==> src/rtl/mips_ctrl_pkg.sv <==
`default_nettype none
// ============================================================================
// Module      : mips_ctrl_pkg
// Description : Shared encodings for the multi-cycle MIPS main control FSM:
//               state enum, opcodes, ALUOp, ALU_Src_B, PC_Source and the
//               packed control word. MIPS_CTRL_ADDI_EN adds the addi states.
// Revision    : 1.0 - initial release
// ============================================================================
package mips_ctrl_pkg;

  typedef enum logic [3:0] {
    S_RESET     = 4'd0,
    S_FETCH     = 4'd1,
    S_DECODE    = 4'd2,
    S_MEM_ADDR  = 4'd3,
    S_MEM_READ  = 4'd4,
    S_MEM_WB    = 4'd5,
    S_MEM_WRITE = 4'd6,
    S_EXECUTE   = 4'd7,
    S_ALU_WB    = 4'd8,
    S_BRANCH    = 4'd9,
`ifdef MIPS_CTRL_ADDI_EN
    S_JUMP      = 4'd10,
    S_ADDI_EXEC = 4'd11,
    S_ADDI_WB   = 4'd12
`else
    S_JUMP      = 4'd10
`endif
  } state_t;

  localparam logic [5:0] OP_RTYPE = 6'b000000;
  localparam logic [5:0] OP_LW    = 6'b100011;
  localparam logic [5:0] OP_SW    = 6'b101011;
  localparam logic [5:0] OP_BEQ   = 6'b000100;
  localparam logic [5:0] OP_J     = 6'b000010;
  localparam logic [5:0] OP_ADDI  = 6'b001000;

  localparam logic [1:0] ALUOP_ADD   = 2'b00;
  localparam logic [1:0] ALUOP_SUB   = 2'b01;
  localparam logic [1:0] ALUOP_FUNCT = 2'b10;

  localparam logic [1:0] SRCB_B      = 2'b00;
  localparam logic [1:0] SRCB_FOUR   = 2'b01;
  localparam logic [1:0] SRCB_IMM    = 2'b10;
  localparam logic [1:0] SRCB_IMM_SH = 2'b11;

  localparam logic [1:0] PCSRC_ALU    = 2'b00;
  localparam logic [1:0] PCSRC_ALUOUT = 2'b01;
  localparam logic [1:0] PCSRC_JUMP   = 2'b10;

  typedef struct packed {
    logic       pc_write;
    logic       pc_write_cond;
    logic       iord;
    logic       mem_read;
    logic       mem_write;
    logic       ir_write;
    logic       mem_to_reg;
    logic       reg_dst;
    logic       reg_write;
    logic       alu_src_a;
    logic [1:0] alu_src_b;
    logic [1:0] alu_op;
    logic [1:0] pc_source;
    logic       illegal_op;
  } ctrl_t;

  // True for every opcode the FSM knows how to sequence
  function automatic logic op_is_legal(input logic [5:0] op);
    logic legal;
    legal = (op == OP_RTYPE) || (op == OP_LW) || (op == OP_SW) ||
            (op == OP_BEQ)   || (op == OP_J);
`ifdef MIPS_CTRL_ADDI_EN
    legal = legal || (op == OP_ADDI);
`endif
    return legal;
  endfunction

endpackage
`default_nettype wire

==> src/rtl/mips_ctrl_decode.sv <==
`default_nettype none
// ============================================================================
// Module      : mips_ctrl_decode
// Description : Combinational state (+ Mem_Ready, Opcode) to control-word
//               decoder. Unlisted outputs are 0 in every state.
//               MIPS_CTRL_ADDI_EN adds the addi execute/writeback words.
// Revision    : 1.0 - initial release
// ============================================================================
module mips_ctrl_decode
  import mips_ctrl_pkg::*;
(
  input  state_t     state,
  input  logic       mem_ready,
  input  logic [5:0] opcode,
  output ctrl_t      ctrl
);

  // Moore control word per state; fetch strobes are qualified by Mem_Ready
  always_comb begin
    ctrl = '0;
    case (state)
      S_FETCH: begin
        ctrl.mem_read  = 1'b1;
        ctrl.alu_src_b = SRCB_FOUR;
        ctrl.alu_op    = ALUOP_ADD;
        ctrl.pc_source = PCSRC_ALU;
        ctrl.ir_write  = mem_ready;
        ctrl.pc_write  = mem_ready;
      end
      S_DECODE: begin
        ctrl.alu_src_b  = SRCB_IMM_SH;
        ctrl.alu_op     = ALUOP_ADD;
        ctrl.illegal_op = !op_is_legal(opcode);
      end
      S_MEM_ADDR: begin
        ctrl.alu_src_a = 1'b1;
        ctrl.alu_src_b = SRCB_IMM;
        ctrl.alu_op    = ALUOP_ADD;
      end
      S_MEM_READ: begin
        ctrl.mem_read = 1'b1;
        ctrl.iord     = 1'b1;
      end
      S_MEM_WB: begin
        ctrl.reg_write  = 1'b1;
        ctrl.mem_to_reg = 1'b1;
      end
      S_MEM_WRITE: begin
        ctrl.mem_write = 1'b1;
        ctrl.iord      = 1'b1;
      end
      S_EXECUTE: begin
        ctrl.alu_src_a = 1'b1;
        ctrl.alu_src_b = SRCB_B;
        ctrl.alu_op    = ALUOP_FUNCT;
      end
      S_ALU_WB: begin
        ctrl.reg_write = 1'b1;
        ctrl.reg_dst   = 1'b1;
      end
      S_BRANCH: begin
        ctrl.alu_src_a     = 1'b1;
        ctrl.alu_src_b     = SRCB_B;
        ctrl.alu_op        = ALUOP_SUB;
        ctrl.pc_write_cond = 1'b1;
        ctrl.pc_source     = PCSRC_ALUOUT;
      end
      S_JUMP: begin
        ctrl.pc_write  = 1'b1;
        ctrl.pc_source = PCSRC_JUMP;
      end
`ifdef MIPS_CTRL_ADDI_EN
      S_ADDI_EXEC: begin
        ctrl.alu_src_a = 1'b1;
        ctrl.alu_src_b = SRCB_IMM;
        ctrl.alu_op    = ALUOP_ADD;
      end
      S_ADDI_WB: begin
        ctrl.reg_write = 1'b1;
      end
`endif
      default: ctrl = '0;
    endcase
  end

endmodule
`default_nettype wire

==> src/rtl/mips_multicycle_ctrl.sv <==
`default_nettype none
// ============================================================================
// Module      : mips_multicycle_ctrl
// Description : Main control FSM of the multi-cycle MIPS-32 datapath. Holds
//               the state register and next-state logic; control outputs
//               come from mips_ctrl_decode. Optional macro
//               MIPS_CTRL_ADDI_EN enables the addi (001000) sequence.
// Revision    : 1.0 - initial release
// ============================================================================
module mips_multicycle_ctrl
  import mips_ctrl_pkg::*;
(
  input  logic       clk,
  input  logic       reset,
  input  logic [5:0] Opcode,
  input  logic       Mem_Ready,
  output logic       PC_Write,
  output logic       PC_Write_Cond,
  output logic       IorD,
  output logic       Mem_Read,
  output logic       Mem_Write,
  output logic       IR_Write,
  output logic       Mem_to_Reg,
  output logic       Reg_Dst,
  output logic       Reg_Write,
  output logic       ALU_Src_A,
  output logic [1:0] ALU_Src_B,
  output logic       ALU_Op1,
  output logic       ALU_Op2,
  output logic [1:0] PC_Source,
  output logic       Illegal_Op
);

  state_t state_q;
  state_t state_d;
  ctrl_t  ctrl;

  // Next-state: one phase per clock, memory phases stall on Mem_Ready
  always_comb begin
    state_d = S_FETCH;
    case (state_q)
      S_RESET:     state_d = S_FETCH;
      S_FETCH:     state_d = Mem_Ready ? S_DECODE : S_FETCH;
      S_DECODE: begin
        case (Opcode)
          OP_LW, OP_SW: state_d = S_MEM_ADDR;
          OP_RTYPE:     state_d = S_EXECUTE;
          OP_BEQ:       state_d = S_BRANCH;
          OP_J:         state_d = S_JUMP;
`ifdef MIPS_CTRL_ADDI_EN
          OP_ADDI:      state_d = S_ADDI_EXEC;
`endif
          default:      state_d = S_FETCH;
        endcase
      end
      S_MEM_ADDR: begin
        if (Opcode == OP_SW)      state_d = S_MEM_WRITE;
        else if (Opcode == OP_LW) state_d = S_MEM_READ;
        else                      state_d = S_FETCH;
      end
      S_MEM_READ:  state_d = Mem_Ready ? S_MEM_WB : S_MEM_READ;
      S_MEM_WB:    state_d = S_FETCH;
      S_MEM_WRITE: state_d = Mem_Ready ? S_FETCH : S_MEM_WRITE;
      S_EXECUTE:   state_d = S_ALU_WB;
      S_ALU_WB:    state_d = S_FETCH;
      S_BRANCH:    state_d = S_FETCH;
      S_JUMP:      state_d = S_FETCH;
`ifdef MIPS_CTRL_ADDI_EN
      S_ADDI_EXEC: state_d = S_ADDI_WB;
      S_ADDI_WB:   state_d = S_FETCH;
`endif
      default:     state_d = S_FETCH;
    endcase
  end

  // State register; reset aborts any in-flight access immediately
  always_ff @(posedge clk or posedge reset) begin
    if (reset) state_q <= S_RESET;
    else       state_q <= state_d;
  end

  mips_ctrl_decode u_decode (
    .state     (state_q),
    .mem_ready (Mem_Ready),
    .opcode    (Opcode),
    .ctrl      (ctrl)
  );

  assign PC_Write      = ctrl.pc_write;
  assign PC_Write_Cond = ctrl.pc_write_cond;
  assign IorD          = ctrl.iord;
  assign Mem_Read      = ctrl.mem_read;
  assign Mem_Write     = ctrl.mem_write;
  assign IR_Write      = ctrl.ir_write;
  assign Mem_to_Reg    = ctrl.mem_to_reg;
  assign Reg_Dst       = ctrl.reg_dst;
  assign Reg_Write     = ctrl.reg_write;
  assign ALU_Src_A     = ctrl.alu_src_a;
  assign ALU_Src_B     = ctrl.alu_src_b;
  assign ALU_Op1       = ctrl.alu_op[1];
  assign ALU_Op2       = ctrl.alu_op[0];
  assign PC_Source     = ctrl.pc_source;
  assign Illegal_Op    = ctrl.illegal_op;

endmodule
`default_nettype wire

==> config.mk <==
export PLATFORM = sky130hd
export DESIGN_NAME = mips_multicycle_ctrl
export DESIGN_NICKNAME = d
export VERILOG_FILES = /design/src/rtl/mips_ctrl_pkg.sv /design/src/rtl/mips_ctrl_decode.sv /design/src/rtl/mips_multicycle_ctrl.sv
export SDC_FILE = /design/constraint.sdc
export NUM_CORES = 1
export LEC_CHECK = 0
export ABC_CLOCK_PERIOD_IN_PS = 2980
export BUFFER_PORTS_ARGS = -buffer_cell sky130_fd_sc_hd__buf_2
export CAP_MARGIN = 20
export CORE_AREA = 8 8 45 47
export CTS_CLUSTER_DIAMETER = 50
export DETAILED_ROUTE_END_ITERATION = 10
export DIE_AREA = 0 0 53 55
export PLACE_DENSITY = 0.74
export SYNTH_ARGS = -nofsm -noshare
export SYNTH_HDL_FRONTEND = slang
export SYNTH_HIERARCHICAL = 1
export SYNTH_SLANG_ARGS = --single-unit
export TNS_END_PERCENT = 1
==> constraint.sdc <==
create_clock -name clk -period 2.98 [get_ports clk]
set_input_delay 0.298 -clock clk [delete_from_list [all_inputs] [get_ports clk]]
set_output_delay 0.298 -clock clk [all_outputs]
set_load 0.02 [all_outputs]
==> impl_metrics.py <==
metrics = {
    "status": {
        "status": "finished clean",
    },
    "cells_and_area": {
        "area_growth_pct": 22.7,
        "drive_gt1_share_pct": 41.8,
        "multiInputGateArea_um2": 418,
        "antenna_cells": 0,
        "largest_register_ffs": 4,
        "fillers": 134,
        "finalInstanceArea_um2": 703,
        "nets": 102,
        "largestRegisters": "state_q x4",
        "regMostFlops": "state_q",
        "regArea_um2": 100,
    },
    "logic_synthesis": {
        "synth_commonest_cells": "12 x nor2_1, 4 x dfrtp_1",
        "syn_avg_cell_area_um2": 8.68,
        "yosysMostFrequentCell": "nor2_1",
        "seq_area_frac_synth_pct": 17.5,
        "yosysUniqueCellTypes": 38,
        "syn-num-nets": 75,
        "synth_fa_ha_area_share_pct": 0,
        "synth_top_area_share_pct": 17.5,
        "synth_xor_area_share_pct": 3.06,
        "synthTopCellsByArea": "dfrtp_1 17%, nor2_1 7.9%, buf_6 5.9%",
        "muxShareOfSynthArea_pct": 3.49,
        "netlist_instances": 66,
        "async_reset_ff_share_pct": 100,
        "synth_ff_type": "dfrtp_1",
        "yosysWarnings": 6,
        "synth_top_area_cell": "dfrtp_1",
        "synth_compound_gate_area_share_pct": 16.6,
        "ys_ff_latch": 4,
        "synth_top_family_by_area": "simple AND/OR/NAND/NOR gates",
        "synth_area_um2": 573,
        "synth_edf_count": 0,
        "synth_simple_gate_area_share_pct": 49.8,
    },
    "drt": {
        "vias": 577,
        "firstDrtPassIters": 4,
        "drcViolationCount": 0,
        "wl_mm": 1.45,
        "postRouteAntennaNets": 0,
        "vias_per_cell": 5.39,
        "drt-initial-drc-count": 8,
        "wl_per_cell_um": 13.6,
    },
    "sta": {
        "final-hold-violation-count": 0,
        "maxSlewViolCount": 0,
        "setup_violations": 0,
        "period_needed_ns": 1.98,
        "worst_pin_slew_ns": 0.602,
        "setup-tns-final_ns": 0,
        "relSlewSlack_pct": 59.9,
        "fin_hold_ws_ns": 0.435,
        "fin_skew_ns": 0.00755,
        "fmax_mhz": 506,
        "period_share_pct": 66.3,
        "rsz0062_at_grt": "no",
    },
    "clock_tree": {
        "cts_made_buffers": 3,
        "clock-sinks": 4,
        "root_buffer": "clkbuf_4",
        "cts.reportedPaths.clkPinSlew_ns": 0.04,
        "cts-htree-levels": 1,
        "cts_tree": "yes",
        "clkLatencyLatePin_ns": 0.24,
        "clock_path_buffers": 2,
    },
    "worst_setup_path": {
        "cp.required_ns": 2.68,
        "start_kind": "flop",
        "worstPathArrival_ns": 1.68,
        "reg2regPathDepth": 3,
        "critPathKind": "flop to output pin",
        "cp-end-kind": "output pin",
        "r2r_end": "state_q[0]",
        "r2r_slack_ns": 1.33,
        "r2r_start": "state_q[0]",
        "crit_fanout": 18,
    },
    "floorplanning": {
        "core_area_mm2": 0.00138,
        "ios": 26,
        "die_area_mm2": 0.00292,
        "die_h_um": 55,
        "die_w_um": 53,
        "start_util_pct": 41.4,
        "rows": 14,
    },
    "power_and_ir_drop": {
        "ir_drop_v": 0.000234,
        "finalPower_w": 0.000436,
        "cellPowerDensity_mw_per_mm2": 621,
        "leakage_nw": 0.328,
    },
    "worst_hold_path": {
        "min_path_cells": 3,
        "hold_class": "input pin to flop",
        "hold_start": "Mem_Ready",
        "holdPathEnd": "state_q[2]",
    },
    "placed_design": {
        "gp_congestion": 0.777,
        "io_buffers": 25,
        "hpwl_mm": 1.09,
        "placed_cell_area_um2": 671,
    },
    "global_route": {
        "grt_pass1_vias": 607,
        "overflow": 0,
        "grt_max_degree": 19,
        "antenna_found_initial": 0,
        "grt.total_usage_pct": 10.8,
        "grt_pass1_wl_mm": 2.43,
    },
    "flow_run": {
        "maxCapViolations": 0,
    },
}
## where the power goes
group | total (W) | internal [W] | leakage (nW) | switching [W]
clock | 0.0000677 | 0.0000450 | 0.0138 | 0.0000226
sequential | 0.000124 | 0.0000655 | 0.0518 | 0.0000586
combinational | 0.000245 | 0.000115 | 0.262 | 0.000130
## critical path: stages (launching register included)
cell	delay [ns]
dfrtp_1	0.72
nand2b_4	0.15
nor4b_4	0.29
or2_1	0.13
buf_2	0.15
## timing repair
| action | CTS | global route |
|---|---|---|
| hold endpoints to repair | 4 | 0 |
| hold buffers | 1 | 0 |
| gates resized for setup | 0 | 0 |
| endpoints found under the setup margin | 0 | 0 |
| setup buffers | 0 | 0 |
## cell usage in the layout, fill, tap and decap left out, types with 2 or more instances in the layout
cell type  Yosys  layout
nor3_1         3       3
nand3b_1       2       2
clkbuf_4       0       3
nand2b_1       3       3
inv_1          2       2
mux2i_1        2       2
a211oi_1       2       2
nand2b_4       2       2
buf_2          0      25
nor3b_1        2       2
nand2_1        3       3
nor2_1        12      12
dfrtp_1        4       4
## metrics by stage
stage,util [%],setup slack (ns),cells
detailed placement,48.5,1.25,103
finish,50.8,1.00,107
global route,50.8,0.866,107
CTS,50.8,0.988,107
floorplan,-,1.28,66
global placement,48.5,1.28,103
## cell families after synthesis
group	Yosys count
buf+inv	6
flops	4
simple gates	40
mux	2
xor+xnor	2
compound gates	12
## metal layers
layer | GRT usage, % | share of wire (%) | vias up | wire length [um]
met5 | 0 | 0 | - | 0
met4 | 6.47 | 0.89 | 0 | 13
met3 | 1.87 | 2.3 | 2 | 34
met2 | 19.9 | 52 | 18 | 754
met1 | 11.1 | 45 | 261 | 651
li1 | - | - | 296 | -
## cell type report
type / count / area share [%]
Sequential cell: 4 / 14.2
Clock buffer: 3 / 3.20
Multi-Input combinational cell: 56 / 59.4
Inverter: 2 / 1.07
Tap cell: 16 / 2.85
Timing Repair Buffer: 26 / 19.2
## how the worst max path moves through the flow
stage / startpoint / to / slack, ns / cells past startpoint
final: state_q[0] / PC_Write / 1.00 / 4
after CTS: state_q[0] / Illegal_Op / 0.99 / 4
after global placement: state_q[0] / Illegal_Op / 1.28 / 4
after detailed placement: state_q[0] / Illegal_Op / 1.25 / 4
after global routing: state_q[0] / PC_Write / 0.87 / 4
after floorplan: state_q[1] / PC_Write / 1.28 / 4
Power figures use the tool's default switching activity.
